[config.mk]
export PLATFORM = sky130hd
export DESIGN_NAME = clk_div_prog
export DESIGN_NICKNAME = d
export VERILOG_FILES = /design/src/rtl/clk_div_pkg.sv /design/src/rtl/clk_div_cnt.sv /design/src/rtl/clk_div_prog.sv
export SDC_FILE = /design/constraint.sdc
export NUM_CORES = 1
export LEC_CHECK = 0
export ABC_CLOCK_PERIOD_IN_PS = 7100
export BUFFER_PORTS_ARGS = -buffer_cell sky130_fd_sc_hd__buf_4
export CELL_PAD_IN_SITES_DETAIL_PLACEMENT = 1
export CELL_PAD_IN_SITES_GLOBAL_PLACEMENT = 2
export CORE_MARGIN = 2
export CORE_UTILIZATION = 43
export CTS_BUF_LIST = sky130_fd_sc_hd__clkbuf_8
export DETAILED_ROUTE_END_ITERATION = 16
export GPL_TIMING_DRIVEN = 0
export PLACE_DENSITY = 0.95
export SYNTH_ARGS = -nofsm -noshare
export SYNTH_HDL_FRONTEND = slang
export SYNTH_SLANG_ARGS = --single-unit
[constraint.sdc]
create_clock -name clk_in -period 7.1 [get_ports clk_in]
set_input_delay 0.355 -clock clk_in [delete_from_list [all_inputs] [get_ports clk_in]]
set_output_delay 0.355 -clock clk_in [all_outputs]
set_load 0.02 [all_outputs]
[src/rtl/clk_div_pkg.sv]
// clk_div_pkg
// Shared definitions for the programmable clock divider:
//   state_t    - divider run state (IDLE, RUN, STOP_PEND)
//   MIN_DIV    - smallest ratio the divider can produce
//   clamp_div  - maps a requested ratio onto the legal range (0 and 1 become MIN_DIV)
package clk_div_pkg;

    typedef enum logic [1:0] {
        IDLE      = 2'd0,
        RUN       = 2'd1,
        STOP_PEND = 2'd2
    } state_t;

    localparam int unsigned MIN_DIV = 2;

    // Ratios below MIN_DIV cannot form a high and a low phase, so they are raised.
    function automatic logic [31:0] clamp_div(input logic [31:0] value);
        return (value < MIN_DIV) ? MIN_DIV : value;
    endfunction

endpackage

[src/rtl/clk_div_cnt.sv]
// clk_div_cnt
// Period counter for the clock divider. Counts 0..div-1 while count_en is high
// and produces the registered high phase (pos_q) and the rising-edge pulse.
// Ports:
//   clk_in    in   source clock
//   rst_n     in   asynchronous active-low reset
//   count_en  in   advance the counter on this edge; when low the counter parks at 0
//   div       in   ratio N in force for the current period
//   wrap      out  current edge ends the period (cnt == N-1 and counting)
//   pos_q     out  registered high phase, (cnt < N/2) using cnt before the increment
//   clk_rise  out  registered pulse, high for the cycle that starts each period
module clk_div_cnt
    import clk_div_pkg::*;
#(
    parameter int DIV_W = 8
) (
    input  logic             clk_in,
    input  logic             rst_n,
    input  logic             count_en,
    input  logic [DIV_W-1:0] div,
    output logic             wrap,
    output logic             pos_q,
    output logic             clk_rise
);

    logic [DIV_W-1:0] cnt;
    logic [DIV_W-1:0] half;

    assign half = div >> 1;
    assign wrap = count_en && (cnt == (div - DIV_W'(1)));

    // While stopped the counter is held at zero so the next enabled edge is
    // always the first edge of a fresh period.
    always_ff @(posedge clk_in or negedge rst_n) begin
        if (!rst_n) begin
            cnt      <= '0;
            pos_q    <= 1'b0;
            clk_rise <= 1'b0;
        end else if (count_en) begin
            pos_q    <= (cnt < half);
            clk_rise <= (cnt == '0);
            cnt      <= wrap ? '0 : cnt + DIV_W'(1);
        end else begin
            cnt      <= '0;
            pos_q    <= 1'b0;
            clk_rise <= 1'b0;
        end
    end

endmodule

[src/rtl/clk_div_prog.sv]
// clk_div_prog
// Programmable integer clock divider. clk_out has a period of N clk_in cycles,
// high for floor(N/2). Ratio updates and stops only take effect at period
// boundaries so clk_out never glitches.
// Optional build macro CLK_DIV_DUTY50_EN: adds a negedge flop so odd ratios
// get an exact 50% duty cycle (clk_out becomes the OR of two flops).
// Ports:
//   clk_in     in   source clock
//   rst_n      in   asynchronous active-low reset
//   enable     in   run request, level sensitive
//   div_val    in   requested ratio N (0 and 1 are treated as 2)
//   div_load   in   load request, accepted only when div_ready is high
//   div_ready  out  no ratio pending; a load may be accepted
//   clk_out    out  divided clock
//   clk_rise   out  one clk_in cycle pulse coincident with each clk_out rise
//   busy       out  divider is running or finishing its last period
module clk_div_prog
    import clk_div_pkg::*;
#(
    parameter int DIV_W     = 8,
    parameter int RESET_DIV = 2
) (
    input  logic             clk_in,
    input  logic             rst_n,
    input  logic             enable,
    input  logic [DIV_W-1:0] div_val,
    input  logic             div_load,
    output logic             div_ready,
    output logic             clk_out,
    output logic             clk_rise,
    output logic             busy
);

    state_t           state;
    state_t           state_nxt;
    logic [DIV_W-1:0] cur_div;
    logic [DIV_W-1:0] pend_div;
    logic             pend_vld;
    logic             count_en;
    logic             wrap;
    logic             pos_q;

    // Leaving IDLE and counting happen on the same edge, so enable is folded
    // into the count enable to make that edge the first period edge.
    assign count_en  = (state != IDLE) || enable;
    assign busy      = (state != IDLE);
    assign div_ready = !pend_vld;

    clk_div_cnt #(
        .DIV_W (DIV_W)
    ) u_cnt (
        .clk_in   (clk_in),
        .rst_n    (rst_n),
        .count_en (count_en),
        .div      (cur_div),
        .wrap     (wrap),
        .pos_q    (pos_q),
        .clk_rise (clk_rise)
    );

    // Run state register.
    always_ff @(posedge clk_in or negedge rst_n) begin
        if (!rst_n) begin
            state <= IDLE;
        end else begin
            state <= state_nxt;
        end
    end

    // A stop request lets the current period finish; enable returning before the
    // wrap keeps the period train unbroken. A stop sampled on the wrap edge ends
    // the run right at that boundary.
    always_comb begin
        state_nxt = state;
        case (state)
            IDLE: begin
                if (enable) begin
                    state_nxt = RUN;
                end
            end
            RUN: begin
                if (!enable) begin
                    state_nxt = wrap ? IDLE : STOP_PEND;
                end
            end
            STOP_PEND: begin
                if (enable) begin
                    state_nxt = RUN;
                end else if (wrap) begin
                    state_nxt = IDLE;
                end
            end
            default: state_nxt = IDLE;
        endcase
    end

    // Ratio handshake. A pending ratio is applied at the wrap (or at once when
    // idle); a request arriving on that same edge is only captured, so the wrap
    // in progress never sees it. While a ratio is pending further loads are dropped.
    always_ff @(posedge clk_in or negedge rst_n) begin
        if (!rst_n) begin
            cur_div  <= DIV_W'(RESET_DIV);
            pend_div <= DIV_W'(RESET_DIV);
            pend_vld <= 1'b0;
        end else if (pend_vld && (wrap || (state == IDLE))) begin
            cur_div  <= pend_div;
            pend_vld <= 1'b0;
        end else if (div_load && !pend_vld) begin
            pend_div <= DIV_W'(clamp_div(32'(div_val)));
            pend_vld <= 1'b1;
        end
    end

`ifdef CLK_DIV_DUTY50_EN
    logic neg_q;
    logic odd_q;

    // odd_q travels with pos_q so the half-cycle extension always follows the
    // ratio that produced the high phase, even across a ratio change.
    always_ff @(posedge clk_in or negedge rst_n) begin
        if (!rst_n) begin
            odd_q <= 1'b0;
        end else begin
            odd_q <= cur_div[0];
        end
    end

    // Half-cycle delayed copy of the high phase.
    always_ff @(negedge clk_in or negedge rst_n) begin
        if (!rst_n) begin
            neg_q <= 1'b0;
        end else begin
            neg_q <= pos_q;
        end
    end

    assign clk_out = pos_q | (neg_q & odd_q);
`else
    assign clk_out = pos_q;
`endif

endmodule

* Yosys cells after proc, flatten, opt, wreduce, memory -nomap -nowiden *
Index checks and enable logic that the tools add are counted.

cells by class
  add/subtract/negate cells = 2
  reductions and logical operators = 12
  bitwise gates (word level) = 1
  order comparisons = 2
  equal/unequal tests = 6
  mux-type cells = 13

operator list
  cell                                                    number
  2-to-1 mux 8 bit                                        3
  2-to-1 mux 2 bit                                        5
  adder 8 x 1 -> 8 bit (second input constant)            1
  == test 8 bit                                           1
  zero test 8 bit                                         1
  < comparator 8 x 2 -> 1 bit (second input constant)     1
  < comparator 8 x 7 -> 1 bit                             1
  subtractor 8 x 1 -> 8 bit (second input constant)       1
  case mux 2 bit (3 select lines)                         1
  2-to-1 mux 1 bit                                        4
  inequality test 2 bit (second input constant)           2
  nonzero test 2 bit                                      2
  logical AND 1 bit                                       3
  inequality test 3 x 2 -> 1 bit (second input constant)  1
  AND reduction 3 bit                                     1
  == test 2 x 1 -> 1 bit (second input constant)          1
  == test 2 bit (second input constant)                   1
  zero test 2 bit                                         1
  logical OR 1 bit                                        2
  AND reduction 2 bit                                     1
  zero test 1 bit                                         1
  inverter 1 bit                                          1

storage, ports and cells
  bits in registers = 29
  input port bits = 12
  output and inout bits = 4

* Longest topological paths before layout *
  depth in word-level cells = 7
  mapped depth = 8
  mapped depth without buffers = 7

* Hierarchy *
From an unflattened synthesis, not the netlist that was laid out.

second synthesis, totals
  cells, all modules = 145
  area total of the unflattened synthesis = 1622.8 µm²

by module, submodules not included
  module        cells each  area each (µm²)  times used  seq. area each (µm²)
  clk_div_cnt   94          854.6            1           250.2
  clk_div_prog  51          768.2            1           478.0

* Worst setup path after synthesis *
Ideal clock, no wire load.

  path type = flip-flop to flip-flop
  start = register cur_div[0]
  end = register cur_div[0]
  period minus slack after synthesis = 2255 ps
  stages on the path, launching flop included = 7
  buffers on the path = 0
  arrival = 2130 ps
  slack = 4845 ps
  setup time = 125 ps
  path through = dfrtp_1 or4_4 nor4_1 nor3_2 nor4b_4 o21ai_4 mux2_4

on the way
  word-level cells in the longest chain between the ends = 5

RTL lines
  element                    RTL line             source
  from (decl)                clk_div_prog.sv:36   logic [DIV_W-1:0] cur_div;
  from (signal assigned)     clk_div_prog.sv:102  cur_div <= DIV_W'(RESET_DIV);
  from (signal assigned)     clk_div_prog.sv:106  cur_div <= pend_div;
  subtractor 8 x 1 -> 8 bit  clk_div_cnt.sv:30    assign wrap = count_en && (cnt == (div - DIV_W'(1)));
  == test 8 bit              clk_div_cnt.sv:30
  logical AND 1 bit          clk_div_cnt.sv:30
  logical OR 1 bit           clk_div_prog.sv:105  end else if (pend_vld && (wrap || (state == IDLE))) begin
  logical AND 1 bit          clk_div_prog.sv:105

Every way passes these cells.
A chain may end at the register's enable or synchronous reset.

* Worst setup path after layout *
  start = register cur_div[0]
  end = register cur_div[4]

Same word-level chain as after synthesis.

==> results.rst <==
.. list-table::
   :header-rows: 1

   * - Metric
     - Value
   * - Status
     - complete, but fails checks
   * - Violations in the final reports
     - hold timing
   * - Fill cells
     - just over 400
   * - Post-Synthesis Net Count
     - between 150 and 200
   * - Average footprint of a synthesized cell
     - between 10 and 15 um^2
   * - DRC violation count after routing
     - 0
   * - Post-layout nets
     - 191
   * - Count of clock tree sinks
     - 29
   * - Peak supply drop
     - ~0.20 mV
   * - Setup repair after global routing missed its margin
     - false
   * - Netlist area before placement
     - between 1500 and 2000 um^2
   * - Detailed-route via count
     - roughly 1,100
   * - Share of synthesized area occupied by flip-flops and latches
     - 0.441
   * - Wire length of the first global-routing pass
     - between 5 and 6 mm
   * - Number of enable-type register cells in the synthesized netlist
     - 0
   * - Pin count of the biggest net entering global routing
     - 30
   * - Skew final
     - ~0.0062 ns
   * - Initial core utilization
     - 0.447
   * - CP required
     - around 7.3 ns
   * - Total power consumption of the routed design
     - roughly 0.78 mW
   * - Detailed Routing Iterations Pass 1
     - 4
   * - Routability congestion estimate from global placement
     - between 0.7 and 0.8
   * - Relative slew slack
     - 0.664
   * - Worst reg2reg path startpoint
     - cur_div[0]
   * - Height of the chip
     - between 60 and 70 um
   * - Number of antenna repair diodes
     - 0
   * - Worst Hold Margin
     - -0.000914 ns
   * - Arr. time, crit path
     - between 2 and 3 ns
   * - Post-detailed-route count of antenna-violating nets
     - 0
   * - CTS tree
     - built
   * - Die W
     - 66.0 um
   * - Class of the tightest hold or removal check
     - input port to async pin
   * - Antenna violations before repair
     - 0
   * - Share of synthesized area spent on multiplexers
     - 0.111
   * - Leakage Power
     - 0.950 nW
   * - Routed length per placed instance
     - approximately 16 um
   * - Total core area
     - about 3700 um^2
   * - Number of post-CTS setup repair buffers
     - 0
   * - Complex-gate fraction of the synthesized area
     - 0.0826
   * - Drt total wl
     - 3.41 mm
   * - Vias/cell
     - 5.18
   * - Dominant combinational cell family by area after synthesis
     - simple AND/OR/NAND/NOR gates
   * - Clock insertion delay at the later pin of the skew report
     - 0.27 ns
   * - I/O pins
     - 16
   * - Total instance count after detailed placement
     - 211
   * - Shortest period the worst path allows
     - about 2.5 ns
   * - Critical-path maximum fanout
     - 8
   * - Final Max Slew Viols
     - 0
   * - Commonest non-fill, non-tap cell in the layout
     - sky130_fd_sc_hd__dfrtp_1
   * - Max Fclk
     - around 400 MHz
   * - Syn. warnings
     - 0
   * - Power density over the cells
     - 408 nW/um^2
   * - Clock Tree Root
     - sky130_fd_sc_hd__clkbuf_8
   * - Sum of negative setup slack
     - 0 ns
   * - Area overhead of the layout relative to synthesis
     - 15.9%
   * - Cells after synthesis
     - around 150
   * - Ratio of final minimum period to clock period
     - 0.354
   * - Input/output buffers
     - 15
   * - Logic depth of the worst register-to-register path
     - 6
   * - Commonest non-fill, non-tap cells in the layout
     - sky130_fd_sc_hd__dfrtp_1 (27), sky130_fd_sc_hd__inv_1 (17), sky130_fd_sc_hd__buf_4 (15)
   * - Number of violations of the max-capacitance limit
     - 0
   * - Post-DP Area
     - 1820 um^2
   * - Clock Tree Buf Depth
     - 2
   * - Vias in the first global route
     - roughly 1,300
   * - Non-filler cells in the finished layout
     - 219
   * - Clock-pin transition on the worst setup and hold timing paths
     - 0.06 ns
   * - Cts repair resizes
     - 0
   * - Unique masters post-synth
     - 40
   * - End of the worst register-to-register path
     - cur_div[4]
   * - Register-to-register path setup slack
     - 4.59 ns
   * - Post-route cell area
     - 1910 um^2
   * - Final setup viols
     - 0
   * - Htree depth
     - 2
   * - Clock buffer count from CTS
     - 5
   * - Half-perimeter wire length of the detailed placement result
     - between 2 and 3 mm
   * - Worst Setup End Kind
     - flip-flop
   * - Start-to-end type of the worst setup path
     - flip-flop to flip-flop
   * - Number of hold-repair buffers added at the cts stage
     - 0
   * - Share of layout cells above drive strength 1
     - 0.275
   * - Violation count after the first detailed-route iteration
     - 27
   * - Global-route usage over all layers
     - 0.183
   * - Transition time at the pin with the least slew margin
     - roughly 0.5 ns
   * - Die footprint
     - approximately 4300 um^2
   * - Worst Setup Start Kind
     - flip-flop
   * - Post-synthesis simple-gate area fraction
     - 0.162
   * - Parity-gate share of the synthesized area counting xor and xnor cells
     - 0.0849
   * - Synth Flop Type
     - sky130_fd_sc_hd__dfrtp_1
   * - Cell Rows
     - 22
   * - Adder-cell area share of the yosys netlist
     - 0.0682
   * - Number of storage elements in the synthesis netlist
     - 29
   * - Ys async rst share
     - 1.00
   * - Aggregate global routing overflow
     - 0
   * - Count of endpoints failing hold in the final timing report
     - 3
worst max-delay path, stage by stage, from the launching register on:
cell	delay, ns
sky130_fd_sc_hd__dfrtp_1	0.43
sky130_fd_sc_hd__or4_4	0.56
sky130_fd_sc_hd__nor4_1	0.36
sky130_fd_sc_hd__nor3_2	0.11
sky130_fd_sc_hd__nor4b_4	0.41
sky130_fd_sc_hd__o21ai_4	0.19
sky130_fd_sc_hd__mux2_4	0.33
area by class of cell:
class	count	area, um^2	area share
flip-flops and latches	29	728	0.381
clock inverters	2	7.51	0.00392
clock buffers	6	82.6	0.0432
well taps	48	60.1	0.0314
inverters	15	56.3	0.0294
repair buffers	15	113	0.0589
plain buffers	4	26.3	0.0137
multi-input cells	100	840	0.439
metrics by stage:
step / utilization / worst slack, ns
global placement: 0.494 / 4.65
global route: 0.519 / 4.49
floorplan: - / 4.84
CTS: 0.519 / 4.57
finish: 0.519 / 4.59
detailed placement: 0.494 / 4.58
how the worst max path moves through the flow:
stage	startpoint	endpoint	slack [ns]	cells after the start
floorplan	cur_div[0]	cur_div[0]	4.84	6
global placement	cur_div[0]	cur_div[7]	4.65	6
detailed placement	cur_div[0]	cur_div[6]	4.58	6
CTS	cur_div[0]	cur_div[5]	4.57	6
global route	cur_div[0]	cur_div[0]	4.49	6
finish	cur_div[0]	cur_div[4]	4.59	6
cell families after synthesis:
logic type	count (synthesis)
AO/OA/AOI/OAI	16
multiplexers	14
adder cells (fa/ha/maj)	9
buffers and inverters	19
AND/OR/NAND/NOR	45
flip-flops	29
XOR/XNOR	16
report_power, final:
part | leakage [nW] | switching [mW] | internal, mW
logic | 0.543 | 0.155 | 0.179
clock network | 0.0538 | 0.0582 | 0.0760
registers | 0.353 | 0.0766 | 0.237
total | 0.950 | 0.290 | 0.492
flip-flops by register name (all words and copies together), names as in the netlist:
signal / count
cur_div: 8
pend_div: 8
pend_vld: 1
u_cnt.clk_rise: 1
state: 2
u_cnt.cnt: 8
u_cnt.pos_q: 1
synth_stat cells (4+ instances only):
library cell              count  area share
sky130_fd_sc_hd__inv_1       15       0.034
sky130_fd_sc_hd__mux2_2       6       0.041
sky130_fd_sc_hd__mux2_4       7       0.064
sky130_fd_sc_hd__nand3_1      4       0.012
sky130_fd_sc_hd__xor2_1       9       0.048
sky130_fd_sc_hd__ha_1         9       0.068
sky130_fd_sc_hd__nor3_1       4       0.012
sky130_fd_sc_hd__nand2_1      4      0.0091
sky130_fd_sc_hd__xnor2_1      7       0.037
sky130_fd_sc_hd__dfrtp_1     27        0.41
sky130_fd_sc_hd__nor2_1      12       0.027
routing by layer:
| metal | global-route usage | wire length [um] | vias up | share of wire |
|---|---|---|---|---|
| li1 | - | - | 551 | - |
| met1 | 0.234 | 1540 | 568 | 0.45 |
| met2 | 0.317 | 1780 | 11 | 0.52 |
| met3 | 0.0358 | 60 | 4 | 0.018 |
| met4 | 0.0459 | 26 | 0 | 0.0076 |
| met5 | 0 | 0 | - | 0 |
(Power assumes the default switching activity.)
